===== config.mk =====
export PLATFORM = sky130hd
export DESIGN_NAME = updn_mod_counter
export DESIGN_NICKNAME = d
export VERILOG_FILES = /design/src/rtl/updn_mod_counter.sv
export SDC_FILE = /design/constraint.sdc
export NUM_CORES = 1
export LEC_CHECK = 0
export CAP_MARGIN = 25
export CORE_AREA = 2 2 60 62
export DETAILED_ROUTE_END_ITERATION = 7
export DIE_AREA = 0 0 62 64
export GPL_ROUTABILITY_DRIVEN = 0
export PLACE_DENSITY = 0.64
export SYNTH_ARGS = -nofsm -noshare
export SYNTH_HDL_FRONTEND = slang
export SYNTH_SLANG_ARGS = --single-unit

===== constraint.sdc =====
create_clock -name clk -period 2.6 [get_ports clk]
set_input_delay 0.52 -clock clk [delete_from_list [all_inputs] [get_ports clk]]
set_output_delay 0.52 -clock clk [all_outputs]
set_load 0.02 [all_outputs]

===== src/rtl/updn_mod_counter.sv =====
`default_nettype none
// +----------------------------------------------------------------------------+
// | updn_mod_counter: up/down counter with sync load, enable, runtime modulus  |
// | and a registered wrap pulse. Optional ovf flag: UPDN_MOD_COUNTER_OVF_EN.   |
// | Revision: 1.0                                                              |
// +----------------------------------------------------------------------------+
module updn_mod_counter #(
   parameter int               WIDTH   = 8,
   parameter logic [WIDTH-1:0] RST_VAL = '0
) (
   input  logic             clk,
   input  logic             rst,
   input  logic             en,
   input  logic             up,
   input  logic             load,
   input  logic [WIDTH-1:0] load_val,
   input  logic [WIDTH-1:0] mod_max,
`ifdef UPDN_MOD_COUNTER_OVF_EN
   input  logic             ovf_clr,
   output logic             ovf,
`endif
   output logic [WIDTH-1:0] dout,
   output logic             tc,
   output logic             zero
);

   logic [WIDTH-1:0] dout_q, dout_d;
   logic             tc_q, tc_d;

   always_comb begin
      dout_d = dout_q;
      tc_d   = 1'b0;
      if (load) begin
         dout_d = load_val;
      end else if (en) begin
         if (up) begin
            // >= rather than == pulls out-of-range values back to 0
            if (dout_q >= mod_max) begin
               dout_d = '0;
               tc_d   = 1'b1;
            end else begin
               dout_d = dout_q + 1'b1;
            end
         end else begin
            if (dout_q == '0) begin
               dout_d = mod_max;
               tc_d   = 1'b1;
            end else begin
               dout_d = dout_q - 1'b1;
            end
         end
      end
   end

   always_ff @(posedge clk or negedge rst) begin
      if (!rst) begin
         dout_q <= RST_VAL;
         tc_q   <= 1'b0;
      end else begin
         dout_q <= dout_d;
         tc_q   <= tc_d;
      end
   end

`ifdef UPDN_MOD_COUNTER_OVF_EN
   logic ovf_q, ovf_d;

   // Set has priority over a coincident clear
   always_comb begin
      ovf_d = ovf_q;
      if (tc_d) begin
         ovf_d = 1'b1;
      end else if (ovf_clr) begin
         ovf_d = 1'b0;
      end
   end

   always_ff @(posedge clk or negedge rst) begin
      if (!rst) begin
         ovf_q <= 1'b0;
      end else begin
         ovf_q <= ovf_d;
      end
   end

   assign ovf = ovf_q;
`endif

   assign dout = dout_q;
   assign tc   = tc_q;
   assign zero = (dout_q == '0);

endmodule
`default_nettype wire

==> key figures <==
Run status
  – Status: finished, final reports clean

Floorplanning
  – Rows: 21
  – CORE AREA: 0.003284 mm2
  – Die width: 62 um
  – Io pins: 31
  – Die area: 0.003968 mm2
  – Vert. Die Dim: 64 um
  – Starting density of the core: 0.3356

Finish
  – Antenna diodes: 0
  – Non-filler cells in the finished layout: 222
  – Final net count: 209
  – Layout cells sized above 1: 0.1193
  – Post-route cell area: 0.001506 mm2
  – Area growth syn-to-layout: 36.66%
  – Layout Utilization: 0.4587
  – Fill count: 334

GRT
  – GR peak layer: met2
  – First-pass GRT wire length: 5.002 mm
  – Total track usage: 0.1637
  – GRT met3 Usage: 0.01215
  – GRT Residual Overflow: 0
  – Vias in the first global route: 1,108
  – Largest net degree at the start of global routing: 23
  – Initial antenna violation count: 0
  – M2 GR Usage: 0.2630
  – Met1 usage: 0.2189

Power
  – NetSw: 0.0002786 W
  – Comb pwr share: 0.527
  – Static Leak: 0.6648 nW
  – Seq pwr share: 0.307
  – Clock group share of total power: 0.167
  – Switching Share: 0.4152
  – Pwr Density: 445.4 mW/mm2
  – Pwr Total: 0.0006710 W
  – Int Power: 0.0003924 W
  – VDD IR max: 0.0001720 V

Timing
  – Fmax achieved: 445.5 MHz
  – Clock skew: 5.862 ps
  – Relative slew slack: 0.6871
  – Slew Limit Fails: 0
  – TNS Setup: 0 ps
  – Hold Fails Final Rpt: 0
  – Final setup fails: 0
  – Unrepaired setup endpoints after global routing: false
  – Worst-Margin Slew: 468.3 ps
  – Fin crit share: 0.8633
  – Post-route minimum period: 2245 ps

Setup path
  – Type of origin of the critical path: input port
  – Max FO, Critical Path: 12
  – WP depth: 9
  – Cell chain of the critical path: clkdlybuf4s50_1 -> inv_1 -> ha_1 -> a21o_1 -> a211o_1 -> a21oi_1 -> buf_4 -> a311oi_1 -> o22ai_1
  – Slowest CP cell: clkdlybuf4s50_1
  – Worst reg2reg path depth: 7
  – Worst path top cell family by delay: compound AO/OA/AOI/OAI gates
  – CP endpoint kind: flip-flop
  – Buffers & Inverters on Critical Path: 3
  – WP data arrival: 2420 ps
  – Slowest stage delay, CP: 480 ps
  – CP Data Required Time: 2780 ps
  – Critical Setup Path Class: input port to flip-flop

Clock tree
  – Clk sink count: 9
  – Root buf cell: clkbuf_4
  – H-tree depth: 1
  – CTS clk-pin slew, worst paths: 70 ps
  – Cts bufs inserted: 3
  – Clk Latency, worst-skew pair: 270 ps
  – Post-CTS setup buffers: 0
  – TritonCTS clock tree: done
  – # hold bufs at CTS: 0
  – Clock buffer depth: 2

Logic synthesis
  – Syn Nets: 174
  – Ys async rst share: 1.000
  – Ys flop type: dfrtp_1
  – Synth warn: 0
  – Cells after Synth: 142
  – Post-synthesis register bit count: 9
  – Post-synth EDFFs: 0
  – Cell Area, Synth: 0.001102 mm2
  – Cell variety after synth: 45
  – Seq/Total Area, Yosys: 0.2043
  – Synthesized area per cell: 7.763 um2

Drt
  – Final ANT Viol Nets: 0
  – Detailed Routing Iterations Pass 1: 4
  – 1st-iter DRT viols: 44
  – Wire per inst: 14.06 um
  – DRC Markers: 0
  – Total Wirelength: 3.121 mm
  – Vias/cell: 5.369
  – Via count: 1,192

Job
  – Max_cap viols: 0

Placed design
  – Final HPWL DP: 2.413 mm
  – Placed cells: 218
  – DP Area: 0.001466 mm2
  – Port bufs: 30

Hold path
  – Min-delay worst type: input port to asynchronous set/reset pin
## kinds of logic (layout without fill, tap and decap cells)
| kind of cell | Yosys count | count (layout) | share of synthesized area |
|---|---|---|---|
| adders and majority gates | 11 | 11 | 0.1249 |
| and+or+nand+nor | 50 | 50 | 0.2599 |
| DFF | 9 | 9 | 0.2043 |
| xor gates and xnor gates | 4 | 4 | 0.03178 |
| AOI/OAI and AO/OA | 44 | 44 | 0.2736 |
| buffers and inverters | 23 | 57 | 0.09648 |
| muxes | 1 | 1 | 0.009081 |
## final cells by class
class                   count  area, um2  share of cell area
repair buffers             37      355.3              0.2359
flip-flops and latches      9      225.2              0.1495
well taps                  46      57.56             0.03821
inverters                  16      60.06             0.03987
multi-input cells         110      782.0              0.5191
clock buffers               4      26.28             0.01744
## synthesized netlist by cell type, types with 3 or more instances
cell type  number  area [um2]
a211oi_1        3       22.52
a21oi_1        17       85.08
and3_1          3       18.77
dfrtp_1         9       225.2
ha_1           11       137.6
inv_1          14       52.55
nand2_1         7       26.28
nand3_1         7       35.03
nor2_1         11       41.29
nor2b_1         4       25.02
nor3_1          6       30.03
nor3b_1         3       22.52
o21ai_1         3       15.01
o22ai_1         3       18.77
xnor2_1         4       35.03
## cell usage in the layout (no fill, tap or decap), types with 2 or more instances in the layout
master and n:
o22ai_1 3, inv_2 2, nor3b_1 2, nand3_1 7, nor3_1 6, nor2b_1 4, nor2_1 11, ha_1 11
a211oi_1 3, o21ai_1 3, buf_4 7, xnor2_1 4, clkdlybuf4s50_1 29, nand2_1 7, inv_1 14, a21oi_1 17
clkbuf_4 3, nand2b_1 2, and3_1 3, dfrtp_1 9, a311oi_1 2, a221oi_1 2, o211ai_1 2
## sequential cells by signal, indices dropped and copies added (netlist names)
register / cells
dout: 8
tc: 1
## layer usage
| layer | part of all wire | routed length [um] |
|---|---|---|
| met5 | 0 | 0 |
| met4 | 0.022 | 70 |
| met3 | 0.036 | 113 |
| met2 | 0.48 | 1483 |
| met1 | 0.47 | 1455 |
## per-stage QoR
step                hold slack (ps)  setup WS (ps)
floorplan                     224.4          576.6
global placement              696.6          126.3
CTS                           576.6          84.32
detailed placement            712.8          113.6
finish                        563.9          355.4
global route                  587.4          211.5
## what timing repair did
item,in CTS,in global routing
endpoints found under the hold margin,0,0
resized for setup,1,2
setup endpoints to repair,1,1
pin swaps,0,0
## worst reg2reg max path: stages, from the launching register on
cell and delay [ps]:
dfrtp_1 530, ha_1 320, a21o_1 170, a211o_1 300, a21oi_1 120, buf_4 210, a311oi_1 120, o22ai_1 160
## worst paths after layout
check / from / end / slack (ps)
min in group clk: dout[0] / dout[0] / 740
setup reg to reg: dout[6] / dout[4] / 600
hold reg to reg: dout[0] / dout[0] / 740
setup / recovery: mod_max[6] / dout[4] / 360
hold / removal: rst / dout[7] / 560
max in group asynchronous: rst / dout[4] / 1730
## power groups by stage
stage	combinational, W	sequential (W)	clock, W
CTS	0.000352	0.000203	0.000114
finish	0.000353	0.000206	0.000112
global route	0.000387	0.000209	0.000122
floorplan	0.000214	0.000210	0
global placement	0.000343	0.000204	0
detailed placement	0.000349	0.000205	0
Power figures use the tool's default switching activity.
